--- src/rtl/fp_11_10_pkg.sv ---
// ============================================================================
// Module  : fp_11_10_pkg
// Brief   : Shared widths, exception codes and word layout of FloPoCo 11_10.
// Rev     : 1.0  initial release
// ============================================================================
`default_nettype none

package fp_11_10_pkg;

   localparam int WE    = 11;
   localparam int WF    = 10;
   localparam int IN_W  = WE + WF + 1;
   localparam int FLO_W = WE + WF + 3;

   // FloPoCo word layout: {exc[1:0], sign, exponent, fraction}
   localparam int EXP_LSB  = WF;
   localparam int SIGN_POS = WE + WF;
   localparam int EXC_LSB  = WE + WF + 1;

   localparam logic [1:0] EXC_ZERO   = 2'b00;
   localparam logic [1:0] EXC_NORMAL = 2'b01;
   localparam logic [1:0] EXC_INF    = 2'b10;
   localparam logic [1:0] EXC_NAN    = 2'b11;

   // Special values carry only exc and sign; NaN also drops the sign.
   function automatic logic [FLO_W-1:0] fp_assemble(
      input logic [1:0]      exc,
      input logic            ftz,
      input logic [IN_W-1:0] word
   );
      logic [FLO_W-1:0] r;
      r = '0;
      r[EXC_LSB +: 2] = ftz ? EXC_ZERO : exc;
      if (exc == EXC_NORMAL && !ftz) begin
         r[IN_W-1:0] = word;
      end else if (exc != EXC_NAN) begin
         r[SIGN_POS] = word[SIGN_POS];
      end
      return r;
   endfunction

endpackage

`default_nettype wire

--- src/rtl/fp_classify_11_10.sv ---
// ============================================================================
// Module  : fp_classify_11_10
// Brief   : Combinational exception classifier; flags subnormals for flush.
// Rev     : 1.0  initial release
// ============================================================================
`default_nettype none

module fp_classify_11_10
   import fp_11_10_pkg::*;
(
   input  logic [WE-1:0] exponent,
   input  logic [WF-1:0] fraction,
   output logic [1:0]    exc,
   output logic          ftz
);

   logic w_frac_nz;

   assign w_frac_nz = |fraction;

   always_comb begin
      exc = EXC_NORMAL;
      ftz = 1'b0;
      if (exponent == '0) begin
         exc = EXC_ZERO;
         ftz = w_frac_nz;
      end else if (exponent == '1) begin
         exc = w_frac_nz ? EXC_NAN : EXC_INF;
      end
   end

endmodule

`default_nettype wire

--- config.mk ---
export PLATFORM = sky130hd
export DESIGN_NAME = fp_classify_11_10
export DESIGN_NICKNAME = d
export VERILOG_FILES = /design/src/rtl/fp_11_10_pkg.sv /design/src/rtl/fp_classify_11_10.sv
export SDC_FILE = /design/constraint.sdc
export NUM_CORES = 1
export LEC_CHECK = 0
export CAP_MARGIN = 20
export CORE_AREA = 2 2 39 41
export DETAILED_ROUTE_END_ITERATION = 8
export DIE_AREA = 0 0 41 43
export PLACE_DENSITY_LB_ADDON = 0.3
export SETUP_SLACK_MARGIN = 0.5
export SYNTH_ARGS = -nofsm -noshare
export SYNTH_HDL_FRONTEND = slang
export SYNTH_SLANG_ARGS = --single-unit
--- constraint.sdc ---
create_clock -name vclk -period 1.4
set_clock_uncertainty 0.15 [all_clocks]
set_input_delay 0.21 -clock vclk [all_inputs]
set_output_delay 0.21 -clock vclk [all_outputs]
set_load 0.02 [all_outputs]
== Word level (Yosys, flattened, before mapping) ==
Index checks and enable logic that the tools add are counted.

* Input port bits: 21
* Output and inout port bits: 3
* Flip-flop bits (word level): 0

* Mux-type cells: 4
* Reductions and logical operators: 2
* Equality and inequality tests: 1

{| class="wikitable"
|+ Operators with widths
! kind !! count
|-
| $eq 11x11->1 const B || 1
|-
| $logic_not 11->1 || 1
|-
| $reduce_or 10->1 || 1
|-
| $mux 2 || 2
|-
| $mux 1 || 2
|}

== Logic depth before layout (Yosys ltp) ==
* Depth in word-level cells: 4
* Mapped depth: 3
* Depth with buffers taken out: 3

== Worst setup path after synthesis ==
No wires, ideal clock.

* Path kind: input -> output
* Start point: input port fraction[5]
* End point: output port ftz
* Cell stages on the path: 3
* Buffers on the path: 0
* Setup slack: -0.091 ns
* Data arrival time: 1.131 ns
* Data required time: 1.040 ns
* Cell sequence: or4_4 > nor4_4 > nor2b_1

* Longest elaborated chain between the ends: 2

{| class="wikitable"
|+ Ends and longest elaborated chain
! item !! RTL line !! RTL
|-
| start: declaration || fp_classify_11_10.sv:12 || <nowiki>input logic [WF-1:0] fraction,</nowiki>
|-
| $reduce_or 10->1 || fp_classify_11_10.sv:19 || <nowiki>assign w_frac_nz = |fraction;</nowiki>
|-
| $mux 1 || fp_classify_11_10.sv:24 || <nowiki>if (exponent == '0) begin</nowiki>
|-
| end: declaration || fp_classify_11_10.sv:14 || <nowiki>output logic ftz</nowiki>
|}

No other way between the ends.

== Worst setup path in the final report ==
* Start point: input port fraction[6]
* End point: output port ftz

The elaborated chain is that of the path after synthesis.

==> run_results.csv <==
group,metric,value,unit
final_layout,seq_cell_count,0,
die,dieArea,1760,um^2
synth,synth_common_cells,"nand4_1 (2), nor3_1 (2), nor4_1 (2)",
timing,setup_viol,2,
final_layout,design_area,342,um^2
power_and_ir_drop,p_per_area,175,nW/um^2
synth,synth_top_area_share,21.0,%
die,io_pins,24,
detailed_routing,drt_iter0_markers,5,
synth,seq_area_frac_synth,0,%
cts,post_cts.repair.setup_buffers,0,
detailed_routing,routed_wl,557,um
final_layout,num-fill-cells,148,
setup_path,crit_path_max_fanout,2,
power_and_ir_drop,total_power,0.0000599,W
synth,avgSynthCellArea,7.80,um^2
setup_path,startpoint,"fraction[6]",
final_layout,drive_above_1_share,71.1,%
min_path,hp-start,"exponent[10]",
detailed_routing,wl_per_cell,10.3,um
global_routing,grt_pass1_wl,738,um
global_routing,first_global_vias,169,
timing,max-slew-margin-rel,84.0,%
placed_design,dp_cells,54,
placed_design,io_buffers,24,
synth,synth_nets,34,
setup_path,worstSetupPathType,"primary input to output pin",
die,row_count,14,
setup_path,cp-end-kind,"output pin",
cts,ctsHoldBuffers,0,
min_path,hp-class,"primary input to output pin",
detailed_routing,vias,213,
min_path,hold_depth,4,
detailed_routing,dr.pass1.iters,2,
setup_path,start_kind,"primary input",
setup_path,path_cells,"buf_6 -> or4_4 -> nor4_4 -> nor2b_1 -> buf_4",
synth,synth_area_leader_cell,"nor4_4",
power_and_ir_drop,irDropWorstVdd,87.1,uV
setup_path,cp.required,1.04,ns
timing,rsz0062_at_grt,"true",
final_layout,seqCellArea,0,um^2
global_routing,grt_max_degree,3,
setup_path,cp_slowest_cell,"or4_4",
setup_path,crit_path_end,"ftz",
synth,synth_area,101,um^2
detailed_routing,viasPerCell,3.94,
timing,period_share,120,%
timing,fin_ws,-0.284,ns
timing,final.min_clock_period,1.68,ns
synth,synthTopCellsByArea,"nor4_4 (21%), nand4_1 (12%), nor4_1 (12%)",
setup_path,critPathMaxStageDelay,0.53,ns
detailed_routing,drc,0,
die,die_y,43,um
final_layout,n_clock_buffer,0,
outcome,status,"finished with violations",
timing,drv_slew,0,
final_layout,fin_cells,54,
placed_design,gp_congestion,0.614,
die,core_area,1380,um^2
global_routing,overflow,0,
timing,final-hold-violation-count,0,
outcome,violations,"setup timing",
detailed_routing,final_antenna_net_count,0,
power_and_ir_drop,p_leak,0.158,nW
global_routing,antenna_found_initial,0,
global_routing,track_usage,5.70,%
placed_design,placed_area,380,um^2
synth,yosysWarnings,0,
final_layout,diodes,0,
final_layout,finalNetCount,61,
timing,max_clock_freq,594,MHz
die,initial_core_util,7.32,%
synth,synth_cell_type_count,10,
timing,worst_pin_slew,0.238,ns
flow_run,drv_cap,0,
final_layout,area_growth_syn_to_layout,237,%
synth,netlist_instances,13,
die,die_width,41,um
setup_path,crit_arrival,1.32,ns
==> cell families (layout without fill, tap and decap cells) <==
family	count (synthesis)	in the layout	synth area share, %
AND/OR/NAND/NOR	12	12	91.4
buffers and inverters	0	25	0
AO/OA/AOI/OAI	1	1	8.64
==> worst min path at each step <==
stage,endpoint
2_1_floorplan,exc[1]
3_3_place_gp,exc[1]
3_5_place_dp,exc[1]
4_1_cts,exc[1]
5_1_grt,exc[1]
6_report,exc[1]
==> cell usage in the layout (no fill, tap or decap), drive strengths merged, types with 2 or more instances in the layout <==
master / Yosys / routed
buf: 0 / 19
clkbuf: 0 / 2
clkdlybuf4s15: 0 / 2
clkdlybuf4s50: 0 / 2
nand4: 2 / 2
nor3: 2 / 2
nor4: 3 / 3
or4: 2 / 2
==> layout make-up <==
class	count	area [um^2]	area share [%]
multi-input cells	13	121	35.5
repair buffers	25	200	58.6
well taps	16	20.0	5.86
==> stage by stage <==
stage                     utilization, %  setup slack [ns]  hold slack, ns  TNS (ns)
after floorplan                        -           -0.0915           0.430    -0.167
after global placement              27.5             -1.00            1.39     -2.68
after detailed placement            27.5            -0.999            1.39     -2.66
after CTS                           24.9            -0.296           0.627    -0.579
after global routing                24.7            -0.335           0.638    -0.648
final                               24.7            -0.284           0.622    -0.555
==> critical path, delay by kind of cell <==
| family | cells | cell delay [ns] |
|---|---|---|
| and+or+nand+nor | 3 | 0.87 |
| buffers and inverters | 2 | 0.25 |
==> metal layers <==
metal / up-vias / track usage [%] / share of wire (%)
met2: 24 / 5.00 / 25
met3: 0 / 2.62 / 24
li1: 109 / - / -
met5: - / 0 / 0
met4: 0 / 0 / 0
met1: 80 / 11.4 / 51
==> where the power goes <==
group          leakage [nW]  switching (W)  internal [W]  total [W]
combinational         0.158      0.0000197     0.0000402  0.0000599
clock                     0              0             0          0
sequential                0              0             0          0
==> what timing repair did <==
| action | CTS | global route |
|---|---|---|
| setup endpoints to repair | 3 | 3 |
| pin swaps | 10 | 3 |
| resized for setup | 87 | 4 |
Note: power is estimated with default switching activity, not from simulation.
==> patch: new RTL, same settings <==
Set the package constant `WE` to 12 (it was 11).
--- a/src/rtl/fp_11_10_pkg.sv
+++ b/src/rtl/fp_11_10_pkg.sv
@@ -7,7 +7,7 @@
 
 package fp_11_10_pkg;
 
-   localparam int WE    = 11;
+   localparam int WE    = 12;
    localparam int WF    = 10;
    localparam int IN_W  = WE + WF + 1;
    localparam int FLO_W = WE + WF + 3;
Ports: changed (resized exponent); port bits go from 24 to 25. The function was not compared with the original's and may differ.
==> patch against the unedited design <==
  * The flow still finishes with violations (setup timing)
  * Worst setup slack lost 0.011 ns
  * Power rose by 2.6%
  * Cell area increased by 1.5%
  * Area after synthesis rose by 2.5%
  * Routed wire length rose by 6.1%
  * Highest routed layer unchanged
==> patch: results (changes against the unedited design) <==
Logic synthesis
  – Yosys top cell area share: 0.2048 (was 0.2099)
  – Top cells by count, synth: 3 x nand4_1, 3 x nor4_1 (was 2 x nand4_1, 2 x nor3_1, 2 x nor4_1)
  – Synth top area cells: nor4_4 20%, nand4_1 18%, nor4_1 18% (was nor4_4 21%, nand4_1 12%, nor4_1 12%)
  – Post-synth cell types: 9 (was 10)
  – Mean post-synth cell area: 7.988 sq um (was 7.796 sq um)
  – Syn Nets: 35 (was 34)

Routing
  – Via/cell ratio: 4.036 (was 3.944)
  – Routed WL: 591 um (was 557 um)

Status
  – Status: complete, but fails checks (unchanged)
  – Failing checks: setup timing (unchanged)

Pwr
  – Power Combinational: 0.0615 mW (was 0.0599 mW)
  – Internal power: 0.04233 mW (was 0.04018 mW)
  – Max VDD drop: 0.06135 mV (was 0.08714 mV)

Layout
  – Diodes inserted: 0 (unchanged)
  – FFs & Latches: 0 (unchanged)
  – Final nets: 63 (was 61)
  – Ratio of cells with drive above 1 in the final layout: 0.6923 (was 0.7105)

Placement
  – Port bufs: 25 (was 24)
  – Post-DP Area: 392.9 sq um (was 380.4 sq um)

Global route
  – GRT Overall Usage: 0.07100 (was 0.05700)
  – First-pass GRT wire length: 917 um (was 738 um)
  – Number of global-route vias before repair: 239 (was 169)

STA
  – Setup-failing EPs final: 2 (unchanged)
  – Min setup slack post-route: -0.2947 ns (was -0.2835 ns)

Min path
  – Hold Crit Class: in -> out (unchanged)
==> patch: cell types whose count changed after synthesis <==
cell	delta
nand3_1	-1
nand4_1	+1
nor3_1	-1
nor4_1	+1
==> patch: logic make-up after synthesis <==
family / after synthesis / share of synthesized area
compound gates: 1 / 0.08435
simple gates: 12 / 0.9157
==> patch: path summary, 6_finish.rpt <==
kind,start,to,slack (ns),cells past startpoint
max,fraction[4],exc[0],-0.29,5
min,exponent[10],exc[1],0.66,4
==> patch: tightest hold or removal path: stages <==
cell     delay (ns)
buf_6          0.09
nand4_1        0.11
nor3_4         0.07
buf_6          0.12
==> patch: area by class of cell <==
cell class	instances	area, sq um
repair buffers	26	207.7
well taps	16	20.02
multi-input cells	13	118.9
fillers	157	1037
==> patch: routing by layer <==
metal | GRT usage | routed length (um)
met5 | 0 | 0
met4 | 0 | 0
met3 | 0.03665 | 167
met2 | 0.09375 | 150
met1 | 0.1079 | 273
==> patch: through the flow <==
stage / instances / hold WS (ns) / worst slack, ns / setup TNS [ns] / total power [mW]
after CTS: 55 / 0.6651 / -0.3128 / -0.6189 / 0.05995
after detailed placement: 55 / 1.398 / -1.011 / -2.701 / 0.07590
after floorplan: 13 / 0.4305 / -0.09146 / -0.1674 / 0.007010
after global routing: 55 / 0.6867 / -0.3503 / -0.6972 / 0.06625
final: 55 / 0.6625 / -0.2947 / -0.5854 / 0.06146
after global placement: 55 / 1.401 / -1.001 / -2.689 / 0.07616
==> patch: repair_timing <==
| item | in CTS | in global routing |
|---|---|---|
| endpoints found under the hold margin | 0 | 0 |
| endpoints found under the setup margin | 3 | 3 |
| gates resized for setup | 89 | 5 |
| pin swaps | 12 | 4 |
